`config.mk`:
```
export PLATFORM = sky130hd
export DESIGN_NAME = instr_fetch_queue
export DESIGN_NICKNAME = d
export VERILOG_FILES = /design/src/rtl/instr_fetch_queue.sv
export SDC_FILE = /design/constraint.sdc
export NUM_CORES = 1
export LEC_CHECK = 0
export BUFFER_PORTS_ARGS = -buffer_cell sky130_fd_sc_hd__buf_2
export CAP_MARGIN = 5
export CORE_MARGIN = 2
export CORE_UTILIZATION = 45
export DETAILED_ROUTE_END_ITERATION = 7
export GPL_ROUTABILITY_DRIVEN = 0
export PLACE_DENSITY_LB_ADDON = 0.12
export REMOVE_ABC_BUFFERS = 1
export SLEW_MARGIN = 20
export SYNTH_ARGS = -nofsm -noshare
export SYNTH_HDL_FRONTEND = slang
export SYNTH_SLANG_ARGS = --single-unit
```
`constraint.sdc`:
```
create_clock -name clk -period 4.2 [get_ports clk]
set_clock_uncertainty 0.2 [all_clocks]
set_input_delay 0.63 -clock clk [delete_from_list [all_inputs] [get_ports clk]]
set_output_delay 0.63 -clock clk [all_outputs]
set_load 0.05 [all_outputs]
```
`src/rtl/instr_fetch_queue.sv`:
```
// Instruction fetch stage: sequential PC generation, fixed 1-cycle-latency memory reads,
// and a DEPTH-entry {pc, instr} queue toward decode with branch/jump redirect flush.
module instr_fetch_queue #(
  parameter int                DBITS    = 32,
  parameter logic [DBITS-1:0]  START_PC = DBITS'(32'h40),
  parameter int                DEPTH    = 4,
  parameter int                PC_STEP  = 4,
  localparam int               CW       = $clog2(DEPTH + 1)
) (
  input  logic             clk,
  input  logic             res,
  input  logic             redirect,
  input  logic [DBITS-1:0] redirect_pc,
  output logic             imem_req,
  output logic [DBITS-1:0] imem_addr,
  input  logic [DBITS-1:0] imem_rdata,
  output logic             out_valid,
  input  logic             out_ready,
  output logic [DBITS-1:0] out_pc,
  output logic [DBITS-1:0] out_instr,
  output logic [CW-1:0]    count
);

  localparam int PW = $clog2(DEPTH);
  localparam int OW = CW + 1;

  // Handshake: decode takes the head entry on any rising edge where out_valid && out_ready;
  // out_valid never depends on out_ready, and out_pc/out_instr are held until taken.

  logic [DBITS-1:0] fetch_pc_q, fetch_pc_d;
  logic             inflight_q, inflight_d;
  logic [DBITS-1:0] inflight_pc_q, inflight_pc_d;
  logic [PW-1:0]    head_q, head_d;
  logic [PW-1:0]    tail_q, tail_d;
  logic [CW-1:0]    count_q, count_d;
  logic [DBITS-1:0] pc_mem_q    [DEPTH];
  logic [DBITS-1:0] instr_mem_q [DEPTH];

  logic          deq;
  logic          enq;
  logic [OW-1:0] occ;

  assign out_valid = ~res & ~redirect & (count_q != '0);
  assign deq       = out_valid & out_ready;
  assign enq       = inflight_q & ~redirect & ~res;

  // Slots already promised (queued + in flight) minus the one leaving this cycle;
  // issuing only below DEPTH means a returning read always finds a free slot.
  assign occ       = {1'b0, count_q} + OW'(inflight_q) - OW'(deq);
  assign imem_req  = ~res & ~redirect & (occ < OW'(DEPTH));
  assign imem_addr = fetch_pc_q;

  assign out_pc    = pc_mem_q[head_q];
  assign out_instr = instr_mem_q[head_q];
  assign count     = count_q;

  always_comb begin
    fetch_pc_d    = fetch_pc_q;
    inflight_d    = 1'b0;
    inflight_pc_d = inflight_pc_q;
    head_d        = head_q;
    tail_d        = tail_q;
    count_d       = count_q;
    if (res) begin
      fetch_pc_d = START_PC;
      head_d     = '0;
      tail_d     = '0;
      count_d    = '0;
    end else if (redirect) begin
      fetch_pc_d = redirect_pc;
      head_d     = '0;
      tail_d     = '0;
      count_d    = '0;
    end else begin
      if (imem_req) begin
        inflight_d    = 1'b1;
        inflight_pc_d = fetch_pc_q;
        fetch_pc_d    = fetch_pc_q + DBITS'(PC_STEP);
      end
      if (enq) tail_d = tail_q + PW'(1);
      if (deq) head_d = head_q + PW'(1);
      case ({enq, deq})
        2'b10:   count_d = count_q + CW'(1);
        2'b01:   count_d = count_q - CW'(1);
        default: count_d = count_q;
      endcase
    end
  end

  always_ff @(posedge clk) begin
    fetch_pc_q    <= fetch_pc_d;
    inflight_q    <= inflight_d;
    inflight_pc_q <= inflight_pc_d;
    head_q        <= head_d;
    tail_q        <= tail_d;
    count_q       <= count_d;
  end

  always_ff @(posedge clk) begin
    if (enq) begin
      pc_mem_q[tail_q]    <= inflight_pc_q;
      instr_mem_q[tail_q] <= imem_rdata;
    end
  end

  a_no_overflow: assert property (@(posedge clk) disable iff (res)
    (enq && !deq) |-> (count_q < CW'(DEPTH)));

endmodule

```
* After elaboration in Yosys (flattened, before gate mapping)
Memory sizes are Yosys's and may differ from the RTL's. A register that Yosys moved wholly into a read port is not among the register bits. Index checks and enable logic that the tools add are counted. Widths: inputs -> output; s select.
Cells by class: $add $sub $neg 7, bitwise operators 8, muxes and demuxes 10, equal/unequal tests 2, $lt $le $gt $ge 1, reduce and logical (&&, ||, !) cells 5
Operator list (count):
- $mux 32 | 2
- $add 32x3->32 const B | 1
- $mux 2 | 4
- $and 1x1->1 | 6
- $pmux 3 s2 | 1
- $add 2x1->2 const B | 2
- $add 3x1->4 | 1
- $lt 4x3->1 const B | 1
- $reduce_bool 2->1 | 2
- $sub 4x1->4 | 1
- $add 3x1->3 const B | 1
- $mux 1 | 3
- $reduce_and 3->1 | 1
- $reduce_bool 3->1 | 1
- $sub 3x1->3 const B | 1
- $eq 2x1->1 const B | 1
- $eq 2x2->1 const B | 1
- $not 1->1 | 2
- $reduce_or 2->1 | 1
Storage, ports and cells: register bits 72, RAM bits 256, memories 2
Memory list:
- instr_mem_q | words 4, bits a word 32, rd ports 1, clocked after Yosys merged registers in 1, wr ports 1, RTL line 37 | logic [DBITS-1:0] instr_mem_q [DEPTH];
- pc_mem_q | words 4, bits a word 32, rd ports 1, clocked after Yosys merged registers in 1, wr ports 1, RTL line 36 | logic [DBITS-1:0] pc_mem_q [DEPTH];

* Depth between registers and ports, before layout
Gate-level depths: netlist (run 1).
word-level depth 9, mapped depth 11

* Least setup slack after synthesis (run 1)
Ideal clock, no wire load.
kind input -> register, from in res, to reg inflight_pc_q[0], enable pin, required time 3579 ps, slack -261 ps, library setup time 421 ps, arrival 3840 ps, stages on the path 10, path through clkbuf_1 nor2_1 o311a_1 ha_1 inv_1 ha_1 and3b_1 nor4_4 nor2_1 nor2_1
On the way: longest elaborated chain between the ends 8
Ends and longest elaborated chain:
- from (decl) | RTL line 11 | input logic res,
- $not 1->1 (no source line)
- $and 1x1->1 (2 in series) | RTL line 43 | assign out_valid = ~res & ~redirect & (count_q != '0);
- $and 1x1->1 | RTL line 44 | assign deq = out_valid & out_ready;
- via deq | RTL line 39 | logic deq;
- $sub 4x1->4 | RTL line 49 | assign occ = {1'b0, count_q} + OW'(inflight_q) - OW'(deq);
- $lt 4x3->1 | RTL line 50 | assign imem_req = ~res & ~redirect & (occ < OW'(DEPTH));
- $and 1x1->1 | RTL line 50
- $reduce_and 3->1 (no source line)
- to (signal assigned) | RTL line 93 | inflight_pc_q <= inflight_pc_d;
- to (decl) | RTL line 32 | logic [DBITS-1:0] inflight_pc_q, inflight_pc_d;
The timed path passes the listed nets, and every way through them passes these cells. A chain may end at the register's enable or synchronous reset.

* Worst setup path in the final report (run 1)
from reg count_q[2] (netlist: count[2]), to out imem_req
On the way: longest elaborated chain between the ends 6, elaborated cells between the ends (all ways) 7, those cells by class 2 x add/sub; 1 x order compare; 3 x bitwise; 1 x reduce/logical
Ends and longest elaborated chain:
- from (decl) | RTL line 35 | logic [CW-1:0] count_q, count_d;
- from (signal assigned) | RTL line 96 | count_q <= count_d;
- $reduce_bool 3->1 | RTL line 43
- $and 1x1->1 | RTL line 43
- $and 1x1->1 | RTL line 44
- via deq | RTL line 39
- $sub 4x1->4 | RTL line 49
- $lt 4x3->1 | RTL line 50
- $and 1x1->1 | RTL line 50
- to (decl) | RTL line 14 | output logic imem_req,
The timed path passes the listed nets, and every way through them passes these cells.

==> key figures, run 1 <==
Clock network
  – CTS Buffer Depth: 3
  – Setup Buffers After CTS: 0
  – CTS tree: yes
  – H-tree levels: 2
  – Clk sink count: between 300 and 400
  – Clk_lat worst skew: a little over 0.5 ns
  – Reg clk slew, reported paths: roughly 0.060 ns
  – Post-cts hold buffer count: 0
  – CTS Buf Count: 36
  – Post-CTS Resized: 0
  – Root buf cell: clkbuf_16

Yosys
  – Synth warn: 0
  – Top-area cell type share of the netlist area: approximately two thirds
  – Post-synth top cells: 288 x edfxtp_1, 64 x mux4_2, 42 x dfxtp_1
  – Largest cells by area after synthesis: edfxtp_1 68%, mux4_2 11%, dfxtp_1 6.7%
  – Ys flop type: edfxtp_1
  – Post-synthesis sequential area ratio: about three quarters
  – Number of synthesized flops with an enable pin: between 200 and 300
  – #FFs+latches synth: 330
  – Synth unique cells: 48
  – Top-count cell post-synth: edfxtp_1
  – Cell taking the most area after synthesis: edfxtp_1
  – Ys async rst share: 0%
  – Post-Syn Area per Cell: 19.1 um2
  – Mapped cell area: about 0.013 mm2
  – Cells after Synth: 660

GRT
  – First-pass GRT wire length: 39.4 mm
  – Initial antenna violation count: 1
  – Vias in the first global route: roughly 7000
  – Total global-route track usage: between 15 and 20%
  – Pin count of the biggest net entering global routing: 65
  – Total congestion overflow: 0

Worst setup path
  – CP endpoint kind: output pin
  – Critical Path Source Type: register
  – Crit path arrival time: 3.06 ns
  – Max Fanout on Critical Path: 7
  – Reg2Reg Depth: 9
  – FF-to-FF End: inflight_pc_q[4]
  – CP Class: reg2out
  – CP required: between 3 and 4 ns
  – Critical Path Start: count[2]
  – Worst R2R Setup Slack: about 0.92 ns
  – R2r startpoint: count[2]

Floorplanning
  – Core footprint: about 0.028 mm2
  – Num ports: between 150 and 200
  – FP Rows: 61
  – Initial Util: 45.6%
  – Die Wd: between 150 and 200 um
  – Die area: 0.0294 mm2
  – Die Height: 172 um

Finish
  – Fill cell total of the finished layout: between 2000 and 2500
  – Layout cells sized above 1: approximately a third
  – Final Net Count: 922
  – Area grow syn2layout: 18.6%
  – Non-Filler Instances: roughly 1200

Routing
  – Per-cell routed wire length: roughly 21 um
  – Met2 wire len: ~13 mm
  – Routed Antenna Nets: 0
  – Routed Wire Length: approximately 26 mm
  – Met3 Routed Length: 1.42 mm
  – Initial DRT Pass Iterations: 5
  – Via count: 6711
  – Vias per cell: 5.37
  – Top sig layer: met4
  – Initial DRC Count: between 500 and 600
  – DRT met1 WL: approximately 11 mm
  – Post-route DRC: 0

STA
  – Worst Tran Pin Value: 1.05 ns
  – Final hold violations: 0
  – Unrepaired setup endpoints after global routing: false
  – Period minus WS final: between 3 and 4 ns
  – Final worst path period share: approximately 90%
  – Slew Limit Headroom: about 30%
  – TNS Setup: 0 ns
  – Fin Hold WS: roughly 0.13 ns
  – Final setup viols: 0
  – Fin. max-slew vios: 0
  – Fmax: around 0.26 GHz

Pwr
  – Sw power: approximately 1.5 mW
  – Gate power share: between 4 and 5%
  – Share of total power in sequential cells: between 50% and 60%
  – Pwr per Cell Area: 453 mW/mm2
  – Switching fraction of total power: 21.6%
  – Worst vdd rail ir drop: 0.000222 V
  – P_int: 5.32 mW
  – Total power: approximately 6.8 mW
  – Clock power frac: around two fifths
  – Leakage power: 5.07 nW

Placement
  – Placed cells: about 1200
  – Dpl hpwl: 15.4 mm
  – Port-buffer cells: between 150 and 200

Min path
  – Min-delay src: imem_rdata[30]
  – Hold EP: instr_mem_q[1][30]
  – Hold crit path type: in2reg
  – Worst hold path depth: 1

Flow run
  – Max Cap Viol: 0

Run status
  – Status: finished clean
==> worst max path at each step <==
stage	cells after the start	slack (ns)	end
5_1_grt	9	0.16	imem_req
3_3_place_gp	11	0.44	imem_req
6_report	9	0.31	imem_req
3_5_place_dp	11	0.39	imem_req
4_1_cts	9	0.32	imem_req
2_1_floorplan	1	-0.17	out_instr[0]
==> power by group through the flow <==
| stage | combinational [mW] | clock (mW) | sequential [mW] |
|---|---|---|---|
| floorplan | 0.118 | 0 | 3.79 |
| global placement | 0.300 | 0 | 3.73 |
| detailed placement | 0.308 | 0 | 3.73 |
| CTS | 0.309 | 2.87 | 3.66 |
| global route | 0.327 | 3.00 | 3.67 |
| finish | 0.306 | 2.81 | 3.66 |
==> flip-flops by register name (all words and copies together) (netlist names), named ones only <==
| register | count |
|---|---|
| pc_mem_q | 128 |
| count | 3 |
| imem_addr | 32 |
| inflight_pc_q | 32 |
| inflight_q | 1 |
| tail_q | 2 |
| instr_mem_q | 128 |
| head_q | 2 |
==> layout by cell type (no fill, tap or decap), types with 6 or more instances in the layout <==
cell,instances
xnor2_1,6
mux4_2,64
nor2_1,40
buf_2,168
dfxtp_1,40
buf_4,6
edfxtp_1,288
nand2_1,13
a211oi_1,16
xor2_1,10
and3_1,7
ha_1,9
clkbuf_1,10
inv_1,24
or3_1,8
clkbuf_16,37
a311oi_1,6
clkinv_2,8
clkinv_1,6
a21oi_1,12
o21ai_0,11
==> per-layer routing <==
metal  vias to the layer above  GRT usage [%]
met5                         -              0
met4                         0           4.90
met3                        43           3.52
met2                       204           30.6
met1                      3410           23.4
li1                       3054              -
==> logic make-up after synthesis <==
logic type / count (synthesis) / synth area share, %
muxes: 70 / 11.9
buffers and inverters: 53 / 1.63
adders and majority gates: 10 / 1.05
and+or+nand+nor: 107 / 4.72
xor gates and xnor gates: 16 / 1.11
AOI/OAI and AO/OA: 74 / 4.46
DFF: 330 / 75.1
==> critical path, cell delays in order, from the launching register on <==
cell and delay, ns:
dfxtp_1 0.38, o311a_1 0.45, ha_1 0.21, inv_1 0.05, ha_1 0.22, and3b_1 0.23
nor4_4 0.39, nor2_1 0.23, nor2_1 0.12, buf_2 0.27
==> metrics by stage <==
step	util, %	worst slack, ns	instance area [um2]
2_1_floorplan	-	-0.171	12500
3_3_place_gp	50.3	0.435	13900
3_5_place_dp	50.3	0.390	13900
4_1_cts	54.1	0.316	15000
5_1_grt	54.1	0.159	15000
6_report	54.1	0.311	15000
==> final cells by class <==
| cell class | instances | area (um2) | area share, % |
|---|---|---|---|
| tap | 378 | 473 | 3.16 |
| clock buffer | 47 | 963 | 6.43 |
| multi-input combinational | 277 | 2960 | 19.8 |
| inverter | 24 | 90.1 | 0.601 |
| timing repair buffer | 175 | 906 | 6.05 |
| clock inverter | 17 | 87.6 | 0.585 |
| sequential | 330 | 9500 | 63.4 |
| antenna | 1 | 2.50 | 0.0167 |
No activity file was read; power rests on OpenSTA's default activity.
==> run 2, diff against run 1 <==
--- a/config.mk
+++ b/config.mk
@@ -12,6 +12,7 @@
 export DETAILED_ROUTE_END_ITERATION = 7
 export GPL_ROUTABILITY_DRIVEN = 0
 export PLACE_DENSITY_LB_ADDON = 0.12
+export RECOVER_POWER = 100
 export REMOVE_ABC_BUFFERS = 1
 export SLEW_MARGIN = 20
 export SYNTH_ARGS = -nofsm -noshare
==> key figures, run 2 (synthesized netlist as in run 1, its figures left out) <==
Run status
  – Status: finished with violations
  – Failing checks: capacitance limit, slew limit

Placement
  – Dpl hpwl: 15.4 mm (unchanged)
  – Placed cells: 1184 (unchanged)
  – Placed inst area: 0.0139 mm2 (unchanged)
  – Port-buffer cells: 168 (unchanged)
  – Pre-CTS setup slack: 0.390 ns (unchanged)

STA
  – Fin. max-slew vios: 325 (+325)
  – Period minus WS final: 3.88 ns (-0.0101 ns)
  – Slew Limit Headroom: -21.7% (-51 points)
  – Fmax: 0.258 GHz (+0.26%)
  – Final setup viols: 0 (unchanged)
  – Final hold violations: 0 (unchanged)
  – Worst setup margin: 0.321 ns (+0.0101 ns)
  – Unrepaired setup endpoints after global routing: false
  – Final worst path period share: 92.4% (-0.24 points)
  – Fin Hold WS: 0.159 ns (+0.0295 ns)
  – Worst Tran Pin Value: 1.83 ns (+0.772 ns)
  – TNS Setup: 0 ns (unchanged)

GRT
  – Total global-route track usage: 17.8% (unchanged)
  – Vias in the first global route: 6986 (unchanged)
  – First-pass GRT wire length: 39.4 mm (unchanged)
  – Pin count of the biggest net entering global routing: 65 (unchanged)
  – Total congestion overflow: 0 (unchanged)
  – Initial antenna violation count: 1 (unchanged)

Clock network
  – CTS Buffer Depth: 3 (unchanged)
  – Post-cts hold buffer count: 0 (unchanged)
  – Reg clk slew, reported paths: 0.06 ns (about the same)
  – H-tree levels: 2 (unchanged)
  – Root buf cell: clkbuf_16
  – Post-CTS Resized: 0 (unchanged)
  – Clk sink count: 330 (unchanged)
  – Setup Buffers After CTS: 0 (unchanged)
  – Clk_lat worst skew: 0.51 ns (about the same)
  – CTS Buf Count: 36 (unchanged)
  – CTS tree: yes

Floorplanning
  – Die Wd: 172 um (unchanged)
  – Core footprint: 0.0277 mm2 (unchanged)
  – Num ports: 169 (unchanged)
  – FP Rows: 61 (unchanged)
  – Initial Util: 45.6% (unchanged)
  – Die area: 0.0294 mm2 (unchanged)
  – Die Height: 172 um (unchanged)

Finish
  – Util after Layout: 53.4% (-0.72 points)
  – Non-Filler Instances: 1249 (unchanged)
  – Most common cell after layout, fill and taps aside: edfxtp_1
  – Post-route design area: 0.0148 mm2 (-1.3%)
  – Layout cells sized above 1: 20.6% (-14 points)
  – Final Net Count: 922 (unchanged)
  – Top flop regs: instr_mem_q x128, pc_mem_q x128
  – Area grow syn2layout: 17.0%
  – Commonest non-fill, non-tap cells in the layout: 288 x edfxtp_1, 129 x clkbuf_1, 64 x mux4_2, 40 x nor2_1, 40 x dfxtp_1

Worst setup path
  – Crit path arrival time: 3.05 ns (about the same)
  – CP Class: reg2out
  – Max Fanout on Critical Path: 7 (unchanged)
  – CP endpoint kind: output pin
  – Critical Path Source Type: register
  – CP required: 3.37 ns (about the same)

Routing
  – Per-cell routed wire length: 20.9 um (+0.19%)
  – Initial DRC Count: 559 (+3.7%)
  – Initial DRT Pass Iterations: 5 (unchanged)
  – Post-route DRC: 0 (unchanged)
  – Routed Wire Length: 26.1 mm (+0.19%)
  – Via count: 6736 (+0.37%)
  – Vias per cell: 5.39 (+0.37%)
  – Routed Antenna Nets: 0 (unchanged)

Pwr
  – Pwr per Cell Area: 458 mW/mm2 (+1.1%)
  – Leakage power: 4.71 nW (-7.2%)
  – Worst vdd rail ir drop: 0.000221 V (-0.22%)
  – Total power: 6.77 mW (-0.24%)

Flow run
  – Max Cap Viol: 5 (+5)

Min path
  – Hold crit path type: in2reg
[run 2: cell type report]
type	instances	area, um2
Tap cell	378	473
Antenna cell	1	2.50
Clock inverter	17	87.6
Multi-Input combinational cell	277	2920
Timing Repair Buffer	175	748
Inverter	24	90.1
Fill cell	2309	12900
Clock buffer	47	963
Sequential cell	330	9490
[run 2: power breakdown]
part	switching, mW	internal (mW)
sequential	0.0521	3.61
clock	1.19	1.62
combinational	0.217	0.0744
[run 2: worst paths after layout]
check            startpoint                to  slack (ns)  cells past startpoint
max                count[2]          imem_req        0.32                      9
min          redirect_pc[1]      imem_addr[1]        0.16                      3
max reg2reg        count[2]  inflight_pc_q[4]        0.63                      9
min reg2reg    imem_addr[0]  inflight_pc_q[0]        0.27                      0
[run 2: routing by layer]
metal	GRT usage, %	routed length (um)
met5	0	0
met4	4.90	568
met3	3.52	1400
met2	30.6	13100
met1	23.4	11000
[run 2: critical path, stage by stage (launching register included)]
cell	delay [ns]
dfxtp_1	0.38
o311a_1	0.44
ha_1	0.20
inv_1	0.05
ha_1	0.22
and3b_1	0.23
nor4_4	0.37
nor2_1	0.22
nor2_1	0.12
clkbuf_2	0.29
==> run 3, diff against run 2 <==
--- a/config.mk
+++ b/config.mk
@@ -7,6 +7,7 @@
 export LEC_CHECK = 0
 export BUFFER_PORTS_ARGS = -buffer_cell sky130_fd_sc_hd__buf_2
 export CAP_MARGIN = 5
+export CORE_ASPECT_RATIO = 0.5
 export CORE_MARGIN = 2
 export CORE_UTILIZATION = 45
 export DETAILED_ROUTE_END_ITERATION = 7
==> key figures, run 3 (synthesized netlist as in run 1, its figures left out) <==
STA
  – Final setup viols: 0 (unchanged)
  – Worst Tran Pin Value: 2.26 ns (+0.430 ns)
  – Final hold violations: 0 (unchanged)
  – Unrepaired setup endpoints after global routing: false
  – Fmax: 0.253 GHz (-1.8%)
  – Final worst path period share: 94.0% (+1.7 points)
  – Fin. max-slew vios: 243 (-25%)
  – Slew Limit Headroom: -50.4% (-29 points)
  – Period minus WS final: 3.95 ns (+0.0713 ns)

Placement
  – Placed inst area: 0.0140 mm2 (+0.72%)
  – Dpl hpwl: 16.5 mm (+6.9%)
  – Port-buffer cells: 168 (unchanged)

Finish
  – Layout cells sized above 1: 21.0% (+0.44 points)
  – Fill cell total of the finished layout: 2337 (+1.2%)
  – N_diodes: 0 (-1)
  – Commonest non-fill, non-tap cells in the layout: 288 x edfxtp_1, 130 x clkbuf_1, 64 x mux4_2, 40 x nor2_1, 40 x dfxtp_1
  – Most common cell after layout, fill and taps aside: edfxtp_1
  – Post-route design area: 0.0148 mm2 (-0.13%)
  – Area of the multi-input gates: 0.00292 mm2 (-0.17%)
  – Top flop regs: instr_mem_q x128, pc_mem_q x128
  – Register Area: 0.00949 mm2 (unchanged)
  – Final Net Count: 926 (+0.43%)
  – Util after Layout: 53.4% (about the same)
  – Area grow syn2layout: 16.9%

Clock network
  – CTS Buf Count: 29 (-19%)
  – Post-CTS Resized: 0 (unchanged)
  – CTS Buffer Depth: 3 (unchanged)
  – H-tree levels: 1 (-1)
  – Post-cts hold buffer count: 0 (unchanged)
  – Clk sink count: 330 (unchanged)
  – Setup Buffers After CTS: 0 (unchanged)
  – Root buf cell: clkbuf_16
  – Clk_lat worst skew: 0.56 ns (+0.05 ns)
  – CTS tree: yes
  – Reg clk slew, reported paths: 0.07 ns (about the same)

Floorplanning
  – Die Height: 122 um (-29%)
  – Num ports: 169 (unchanged)
  – Initial Util: 45.7% (+0.085 points)
  – Die Wd: 241 um (+40%)
  – Die area: 0.0295 mm2 (+0.27%)
  – Core footprint: 0.0277 mm2 (-0.19%)
  – FP Rows: 43 (-30%)

Worst setup path
  – Worst R2R Setup Slack: 0.46 ns (-0.17 ns)
  – Critical Path, Cell by Cell: buf_2, clkbuf_1, inv_1, clkbuf_1, or3_1, o311a_1
  – Reg2Reg Depth: 4 (-5)
  – CP max-delay cell: clkbuf_1
  – Critical Path Source Type: input pin
  – Crit-path most repeated cell: clkbuf_1
  – Cell family with most CP delay: buffers and inverters
  – CP Class: in2reg
  – Crit path arrival time: 4.20 ns (+1.15 ns)
  – FF-to-FF End: instr_mem_q[0][13]
  – Max Fanout on Critical Path: 48 (+41)
  – Max incr delay on CP: 1.50 ns (+1.06 ns)
  – CP endpoint kind: register
  – Crit path buf inv count: 4 (+2)
  – CP required: 4.45 ns (+1.08 ns)
  – R2r startpoint: tail_q[0]

Pwr
  – Leakage power: 4.72 nW (+0.22%)
  – Pwr per Cell Area: 452 mW/mm2 (-1.2%)
  – Total power: 6.68 mW (-1.3%)
  – Worst vdd rail ir drop: 0.000292 V (+32%)

GRT
  – Total global-route track usage: 18.0% (+0.18 points)
  – Vias in the first global route: 6690 (-4.2%)
  – First-pass GRT wire length: 39.6 mm (+0.54%)
  – Total congestion overflow: 0 (unchanged)
  – Initial antenna violation count: 0 (-1)
  – Pin count of the biggest net entering global routing: 60 (-7.7%)

Min path
  – Min-delay src: redirect_pc[0]
  – Hold crit path type: in2reg
  – Worst hold path depth: 3 (unchanged)
  – Hold EP: imem_addr[0]

Routing
  – Initial DRT Pass Iterations: 5 (unchanged)
  – Initial DRC Count: 415 (-26%)
  – Via count: 6656 (-1.2%)
  – Routed Antenna Nets: 0 (unchanged)
  – Vias per cell: 5.31 (-1.5%)
  – Routed Wire Length: 26.2 mm (+0.64%)
  – Per-cell routed wire length: 20.9 um (+0.32%)
  – Post-route DRC: 0 (unchanged)

Run status
  – Failing checks: capacitance limit, slew limit
  – Status: finished with violations

Flow run
  – Max Cap Viol: 6 (+1)
## run 3: final cells by class
type	count	share of cell area (%)
clock buffer	44	5.75
clock inverter	10	0.890
inverter	24	0.610
multi-input combinational	277	19.8
sequential	330	64.3
tap	382	3.24
timing repair buffer	186	5.43
## run 3: where the power goes
part	total (mW)	internal, mW	switching (mW)	leakage, nW
combinational	0.289	0.0753	0.214	1.27
sequential	3.66	3.61	0.0516	2.97
clock	2.73	1.58	1.15	0.485
total	6.68	5.27	1.41	4.72
## run 3: per-layer routing
layer  share of wire, %  wire [um]  vias up  GRT usage [%]
li1                   -          -     3059              -
met1                 45      11800     3433           25.0
met4                1.3        330        0           3.36
met2                 49      12900      145           30.3
met3                4.3       1130       19           3.49
met5                  0          0        -              0
## run 3: worst min-delay path, cell delays in order
cell	delay [ns]
buf_2	0.08
mux2i_1	0.06
nor2_1	0.07
## run 3: through the flow
| step | std cells | hold slack, ns | TNS, ns | setup slack [ns] |
|---|---|---|---|---|
| 4_1_cts | 1253 | 0.0634 | 0 | 0.241 |
| 2_1_floorplan | 631 | 0.259 | -13.96 | -0.171 |
| 5_1_grt | 1253 | 0.113 | 0 | 0.00750 |
| 6_report | 1253 | 0.126 | 0 | 0.250 |
| 3_5_place_dp | 1199 | 0.257 | 0 | 0.350 |
| 3_3_place_gp | 1199 | 0.244 | 0 | 0.457 |
## run 3: worst max-delay path by stage
stage / start / endpoint / slack [ns] / cells after the start
3_5_place_dp: res / imem_req / 0.35 / 11
3_3_place_gp: res / imem_req / 0.46 / 11
5_1_grt: redirect / imem_addr[6] / 0.007 / 6
2_1_floorplan: register / out_instr[0] / -0.17 / 1
4_1_cts: count[2] / imem_req / 0.24 / 9
6_report: redirect / imem_addr[6] / 0.25 / 6
